[src/rtl/sirv_uartrx_cfg_if.sv]
// Pad-side serial input, runtime frame configuration and per-character result bundle
// for the configurable UART receiver.
interface sirv_uartrx_cfg_if #(
  parameter int DIV_W  = 16,
  parameter int DATA_W = 8
);
  logic              io_en;
  logic              io_in;
  logic [DIV_W-1:0]  io_div;
  logic [3:0]        io_nbits;
  logic              io_par_en;
  logic              io_par_odd;
  logic              io_nstop;
  logic              io_out_valid;
  logic [DATA_W-1:0] io_out_bits;
  logic              io_out_perr;
  logic              io_out_ferr;
  logic              io_out_brk;

  modport master (
    output io_en, io_in, io_div, io_nbits, io_par_en, io_par_odd, io_nstop,
    input  io_out_valid, io_out_bits, io_out_perr, io_out_ferr, io_out_brk
  );

  modport slave (
    input  io_en, io_in, io_div, io_nbits, io_par_en, io_par_odd, io_nstop,
    output io_out_valid, io_out_bits, io_out_perr, io_out_ferr, io_out_brk
  );
endinterface

[src/rtl/sirv_uartrx_cfg.sv]
// Runtime-configurable UART receiver: 5..DATA_W data bits, optional parity, 1/2 stop bits,
// 2**OVS_LOG2 oversampling with 3-sample majority vote; one-cycle valid plus perr/ferr/brk.
module sirv_uartrx_cfg #(
  parameter int DIV_W    = 16,
  parameter int OVS_LOG2 = 4,
  parameter int DATA_W   = 8
) (
  input  logic             clock,
  input  logic             reset,
  sirv_uartrx_cfg_if.slave io
);
  localparam int PW = DIV_W - OVS_LOG2;
  localparam int TW = OVS_LOG2 + 1;
  localparam logic [TW-1:0] T_HALF = TW'(1 << (OVS_LOG2 - 1));
  localparam logic [TW-1:0] T_FULL = TW'((1 << OVS_LOG2) - 1);

  typedef enum logic [2:0] {
    S_IDLE, S_START, S_DATA, S_PARITY, S_STOP1, S_STOP2, S_WAIT
  } state_t;

  state_t            state_q;
  logic [PW-1:0]     presc_q;
  logic [TW-1:0]     timer_q;
  logic [1:0]        deb_q;
  logic [2:0]        hist_q;
  logic [3:0]        idx_q;
  logic [3:0]        nbits_q;
  logic              par_en_q, par_odd_q, nstop_q;
  logic              acc_q, perr_q, ferr_q, seen1_q;
  logic [DATA_W-1:0] shift_q;
  logic              out_valid_q, out_perr_q, out_ferr_q, out_brk_q;
  logic [DATA_W-1:0] out_bits_q;

  logic              busy, tick, expire, voted, start, ferr_d, seen1_d;
  logic [3:0]        nbits_d;
  logic [DATA_W-1:0] shift_d;
  logic              unused_div;

  assign busy    = (state_q != S_IDLE);
  assign tick    = busy && (presc_q == '0);
  assign expire  = tick && (timer_q == '0);
  assign voted   = (hist_q[0] & hist_q[1]) | (hist_q[0] & hist_q[2]) | (hist_q[1] & hist_q[2]);
  assign start   = (state_q == S_IDLE) && io.io_en && (deb_q == 2'd3) && !io.io_in;
  assign ferr_d  = ferr_q | ~voted;
  assign seen1_d = seen1_q | voted;
  assign nbits_d = (io.io_nbits < 4'd5 || io.io_nbits > 4'(DATA_W)) ? 4'(DATA_W) : io.io_nbits;
  assign shift_d = shift_q | (DATA_W'(voted) << idx_q);
  // Low divisor bits only select the fraction of a bit period below one oversample tick.
  assign unused_div = ^io.io_div[OVS_LOG2-1:0];

  always_ff @(posedge clock or posedge reset) begin
    if (reset) begin
      state_q     <= S_IDLE;
      presc_q     <= '0;
      timer_q     <= '0;
      deb_q       <= '0;
      hist_q      <= '0;
      idx_q       <= '0;
      nbits_q     <= '0;
      par_en_q    <= 1'b0;
      par_odd_q   <= 1'b0;
      nstop_q     <= 1'b0;
      acc_q       <= 1'b0;
      perr_q      <= 1'b0;
      ferr_q      <= 1'b0;
      seen1_q     <= 1'b0;
      shift_q     <= '0;
      out_valid_q <= 1'b0;
      out_bits_q  <= '0;
      out_perr_q  <= 1'b0;
      out_ferr_q  <= 1'b0;
      out_brk_q   <= 1'b0;
    end else begin
      out_valid_q <= 1'b0;
      if (tick) hist_q <= {hist_q[1:0], io.io_in};

      if (start || tick)   presc_q <= io.io_div[DIV_W-1:OVS_LOG2];
      else if (busy)       presc_q <= presc_q - PW'(1);

      if (start)           timer_q <= T_HALF;
      else if (expire)     timer_q <= T_FULL;
      else if (tick)       timer_q <= timer_q - TW'(1);

      if (!io.io_en) begin
        state_q <= S_IDLE;
        deb_q   <= '0;
      end else begin
        case (state_q)
          S_IDLE: begin
            if (start) begin
              state_q   <= S_START;
              deb_q     <= '0;
              nbits_q   <= nbits_d;
              par_en_q  <= io.io_par_en;
              par_odd_q <= io.io_par_odd;
              nstop_q   <= io.io_nstop;
              shift_q   <= '0;
              idx_q     <= '0;
              acc_q     <= 1'b0;
              perr_q    <= 1'b0;
              ferr_q    <= 1'b0;
              seen1_q   <= 1'b0;
            end else if (!io.io_in) begin
              deb_q <= deb_q + 2'd1;
            end else if (deb_q != 2'd0) begin
              deb_q <= deb_q - 2'd1;
            end
          end
          S_START: begin
            if (expire) begin
              state_q <= voted ? S_IDLE : S_DATA;
              idx_q   <= '0;
            end
          end
          S_DATA: begin
            if (expire) begin
              shift_q <= shift_d;
              acc_q   <= acc_q ^ voted;
              seen1_q <= seen1_d;
              idx_q   <= idx_q + 4'd1;
              if (idx_q == nbits_q - 4'd1) state_q <= par_en_q ? S_PARITY : S_STOP1;
            end
          end
          S_PARITY: begin
            if (expire) begin
              perr_q  <= voted ^ acc_q ^ par_odd_q;
              seen1_q <= seen1_d;
              state_q <= S_STOP1;
            end
          end
          S_STOP1, S_STOP2: begin
            if (expire) begin
              seen1_q <= seen1_d;
              ferr_q  <= ferr_d;
              if (state_q == S_STOP1 && nstop_q) begin
                state_q <= S_STOP2;
              end else begin
                // A sampled-low stop means the line may still be low: wait for idle before re-arming.
                out_valid_q <= 1'b1;
                out_bits_q  <= shift_q;
                out_perr_q  <= perr_q;
                out_ferr_q  <= ferr_d;
                out_brk_q   <= ~seen1_d;
                state_q     <= ferr_d ? S_WAIT : S_IDLE;
              end
            end
          end
          S_WAIT: begin
            if (tick && voted) state_q <= S_IDLE;
          end
          default: state_q <= S_IDLE;
        endcase
      end
    end
  end

  assign io.io_out_valid = out_valid_q;
  assign io.io_out_bits  = out_bits_q;
  assign io.io_out_perr  = out_perr_q;
  assign io.io_out_ferr  = out_ferr_q;
  assign io.io_out_brk   = out_brk_q;
endmodule

[src/flat_wrapper.sv]
// flat-port wrapper written by rule: the top's interface ports become plain ports
module sirv_uartrx_cfg_flat 
#(
  parameter int DIV_W    = 16,
  parameter int OVS_LOG2 = 4,
  parameter int DATA_W   = 8
)
  (clock, reset, io_io_en, io_io_in, io_io_div, io_io_nbits, io_io_par_en, io_io_par_odd, io_io_nstop, io_io_out_valid, io_io_out_bits, io_io_out_perr, io_io_out_ferr, io_io_out_brk);
  sirv_uartrx_cfg_if #(.DIV_W(DIV_W), .DATA_W(DATA_W)) io_i ();
  input  logic clock;
  input  logic reset;
  input wire logic [$bits(io_i.io_en)-1:0] io_io_en;
  input wire logic [$bits(io_i.io_in)-1:0] io_io_in;
  input wire logic [$bits(io_i.io_div)-1:0] io_io_div;
  input wire logic [$bits(io_i.io_nbits)-1:0] io_io_nbits;
  input wire logic [$bits(io_i.io_par_en)-1:0] io_io_par_en;
  input wire logic [$bits(io_i.io_par_odd)-1:0] io_io_par_odd;
  input wire logic [$bits(io_i.io_nstop)-1:0] io_io_nstop;
  output wire logic [$bits(io_i.io_out_valid)-1:0] io_io_out_valid;
  output wire logic [$bits(io_i.io_out_bits)-1:0] io_io_out_bits;
  output wire logic [$bits(io_i.io_out_perr)-1:0] io_io_out_perr;
  output wire logic [$bits(io_i.io_out_ferr)-1:0] io_io_out_ferr;
  output wire logic [$bits(io_i.io_out_brk)-1:0] io_io_out_brk;
  assign io_i.io_en = io_io_en;
  assign io_i.io_in = io_io_in;
  assign io_i.io_div = io_io_div;
  assign io_i.io_nbits = io_io_nbits;
  assign io_i.io_par_en = io_io_par_en;
  assign io_i.io_par_odd = io_io_par_odd;
  assign io_i.io_nstop = io_io_nstop;
  assign io_io_out_valid = io_i.io_out_valid;
  assign io_io_out_bits = io_i.io_out_bits;
  assign io_io_out_perr = io_i.io_out_perr;
  assign io_io_out_ferr = io_i.io_out_ferr;
  assign io_io_out_brk = io_i.io_out_brk;
  sirv_uartrx_cfg #(.DIV_W(DIV_W), .OVS_LOG2(OVS_LOG2), .DATA_W(DATA_W)) u_core (.clock(clock), .reset(reset), .io(io_i));
endmodule
[config.mk]
export PLATFORM = sky130hd
export DESIGN_NAME = sirv_uartrx_cfg_flat
export DESIGN_NICKNAME = d
export VERILOG_FILES = /design/src/rtl/sirv_uartrx_cfg_if.sv /design/src/rtl/sirv_uartrx_cfg.sv /design/src/flat_wrapper.sv
export SDC_FILE = /design/constraint.sdc
export NUM_CORES = 1
export LEC_CHECK = 0
export ABC_AREA = 1
export CAP_MARGIN = 30
export CORE_MARGIN = 1
export CORE_UTILIZATION = 45
export CTS_BUF_LIST = sky130_fd_sc_hd__clkbuf_2 sky130_fd_sc_hd__clkbuf_4 sky130_fd_sc_hd__clkbuf_8
export CTS_CLUSTER_SIZE = 16
export DETAILED_ROUTE_END_ITERATION = 12
export GPL_TIMING_DRIVEN = 0
export PLACE_DENSITY = 0.7
export SYNTH_ARGS = -nofsm -noshare
export SYNTH_HDL_FRONTEND = slang
export SYNTH_SLANG_ARGS = --single-unit
[constraint.sdc]
create_clock -name clock -period 2.4 [get_ports clock]
set_input_delay 0.36 -clock clock [delete_from_list [all_inputs] [get_ports clock]]
set_output_delay 0.36 -clock clock [all_outputs]
set_load 0.03 [all_outputs]
==> run metrics <==
via count normalized by instance count 5.121; DRT iter0 DRCs 131; Critical Setup Path Class register to register; number of global-route vias before repair 2961; Total GRT Usage 22.16%; number of top-level pins 39; Pre-Repair DR Iteration Count 4; Sink Count 60; Starting Density 47.68%; number of antenna repair diodes 0; dpl ws 0.3769 ns; data arrival time at the worst-slack endpoint 2.24 ns; portion of synthesized cell area occupied by the leading cell type 45.35%; count of mapped cells out of synthesis 431; root cell of the clock tree clkbuf_8; Top FF cell, synth dfrtp_1; sequential element share of the synthesized area 45.35%; Top cell by count, worst path inv_2; Die Width 87.78 um; cell family with most CP delay simple AND/OR/NAND/NOR gates; Final Slew Violations 0; critical register-to-register path endpoint u_core.presc_q[6]; category of the worst setup path capture point register; CTS tree built; type of element launching the critical path register; core outline area 6944 sq um; top achievable clock speed 491.7 MHz; total wire length 7.389 mm; Crit path buffers/inverters 3; cell count of the worst hold path 3; TritonCTS Buffers 9; register area 1501 sq um; clock latency on the worst-skew pair 0.35 ns; count of input and output buffers 33; Synth warnings 0; first-pass GRT wire length 13.07 mm; endpoint with the worst hold slack u_core.state_q[1]; Max transition margin 51.78%; fraction of layout cells with a size suffix above 1 10.19%; vias post-DR 2955; Routed Antenna Nets 0; maximum fanout along the worst path 10; leftover overflow at the end of global routing 0; power density over cell area 959.5 nW/um^2; cell breakdown of the critical path inv_2 -> nand3_2 -> nor2_2 -> nand2_2 -> nand2_4 -> inv_2 -> buf_6 -> o21ai_1 -> o21ai_0; maximum clock insertion buffer count 2; quantity of gates resized following cts 0; worst setup slack after layout 0.3661 ns; fillers 676; share of synthesized flip-flops with an asynchronous set or reset 100.0%; number of setup buffers added after CTS 0; FF-to-FF Start u_core.state_q[0]; count of endpoints failing hold in the final timing report 0; biggest area consumer among synthesized cells dfrtp_1; Period minus WS final 2.034 ns; hold buffer count at cts 0; Worst Max-Slew Pin Slew 0.7184 ns; critical-path cell with the highest stage delay dfrtp_1; start point of the worst hold path io_io_en; syn_nets 464; Placed Instance Area 3781 sq um; number of enable flip-flop cells after synthesis 0; CTS HTree Levels 3; Layout Nets 509; final RePlAce weighted congestion 0.9013; standby leakage power 1.887 nW; P&R area growth vs syn 20.98%; Peak VDD IR 0.0005090 V; floorplan die height 87.78 um; summed instance area of the synthesized netlist 3311 sq um; final worst-path cycle share 84.75%; number of synthesized register bits 60; HP Class input port to register; max-capacitance violation count 0; Worst Skew 0.007635 ns; Setup-failing EPs final 0; path depth of the worst reg2reg path 9; antenna violations before repair 0; mean area per synthesized cell 7.681 sq um; setup repair after global routing missed its margin no; HPWL after DPL 5.347 mm; average wire per standard cell 12.81 um; largest stage delay on the critical path 0.48 ns; R2R Setup Slk 0.37 ns; distinct cell type count after synthesis 38; multi-input logic area 1559 sq um; result of the run finished clean; Placement Rows 30; count of unresolved DRC violations after routing 0; dominant cells by area after synthesis dfrtp_1, nand2_1, o21ai_0; Finished Cell Area 4005 sq um; Req. time, crit path 2.60 ns; Clock transition at path regs 0.07 ns; Total Die Area 7704 sq um; largest net degree at the start of global routing 32
==> final cells by class <==
| type | instances | share of cell area (%) |
|---|---|---|
| multi-input cells | 310 | 38.93 |
| flip-flops and latches | 60 | 37.49 |
| repair buffers | 34 | 8.747 |
| inverters | 53 | 4.967 |
| clock buffers | 9 | 3.093 |
| well taps | 96 | 2.999 |
| clock inverters | 7 | 2.499 |
| plain buffers | 8 | 1.281 |
==> where the power goes <==
part	leakage, nW	switching, W	internal, W	total (W)
sequential	0.769	0.000217	0.00129	0.00150
combinational	1.02	0.000816	0.000484	0.00130
clock	0.102	0.000450	0.000589	0.00104
==> Yosys cell counts, types with 6 or more instances <==
cell type    n
a21oi_1     13
dfrtp_1     60
ha_1         6
inv_1       47
nand2_1    112
nand3_1     28
nand4_1      6
nor2_1      40
o21ai_0     47
o21ai_1      8
xor2_1       7
==> placed cells by master (no fill, tap or decap), types with 3 or more instances in the layout <==
cell type        count
nand2_1            112
o21ai_1              8
nand3_1             28
a31oi_1              3
xor2_1               7
inv_2                6
o21ai_0             47
nor2_2               3
buf_2                5
clkbuf_8             9
nor2_1              40
nand4_1              6
nand2_2              3
dfrtp_1             60
a21oi_1             13
ha_1                 6
o22ai_1              4
inv_1               46
o21ai_2              3
clkdlybuf4s50_1     33
nor3_1               5
clkinvlp_4           3
==> worst max path at each step <==
stage                                  from                        to  slack (ns)  cells after the start
after floorplan                       reset              u_core.acc_q        0.56                      1
after global placement                reset  u_core.io.io_out_bits[4]       -0.59                      2
after detailed placement           io_io_in         u_core.presc_q[6]        0.38                      8
after CTS                 u_core.state_q[0]         u_core.presc_q[6]        0.38                      9
after global routing      u_core.state_q[0]         u_core.presc_q[6]        0.27                      9
final                     u_core.state_q[0]         u_core.presc_q[6]        0.37                      9
==> sequential cells by signal (all words and copies together), names as in the netlist, 2 cells and up <==
register and count:
u_core.nbits_q 4, u_core.state_q 3, u_core.shift_q 8, u_core.idx_q 4, u_core.presc_q 12, u_core.deb_q 2, u_core.hist_q 3, u_core.io.io_out_bits 8
u_core.timer_q 5
==> cells by family after synthesis <==
logic type | share of synthesized area, %
buffers and inverters | 7.558
AOI/OAI and AO/OA | 15.04
and+or+nand+nor | 27.40
adders and majority gates | 2.268
xor gates and xnor gates | 2.381
DFF | 45.35
==> worst reg2reg max path: stages, from the launching register on <==
cell and delay [ns]:
dfrtp_1 0.48, inv_2 0.12, nand3_2 0.20, nor2_2 0.23, nand2_2 0.18, nand2_4 0.17
inv_2 0.08, buf_6 0.14, o21ai_1 0.15, o21ai_0 0.15
==> per-layer routing <==
metal	global-route usage (%)	vias up	share of wire [%]
met5	0	-	0
met4	9.240	0	1.7
met1	26.93	1394	45
met3	3.770	11	3.4
met2	38.83	55	50
li1	-	1495	-
==> per-stage QoR <==
step | TNS [ns] | hold slack, ns | cells | total power [W] | util [%]
finish | 0 | 0.3702 | 577 | 0.003843 | 57.68
global route | 0 | 0.3747 | 577 | 0.004152 | 57.68
detailed placement | 0 | 0.4656 | 561 | 0.002810 | 54.45
CTS | 0 | 0.3560 | 577 | 0.003865 | 57.68
floorplan | 0 | 0.4422 | 431 | 0.002473 | -
global placement | -35.25 | 0.4632 | 560 | 0.002739 | 54.16
Note: power is estimated with default switching activity, not from simulation.
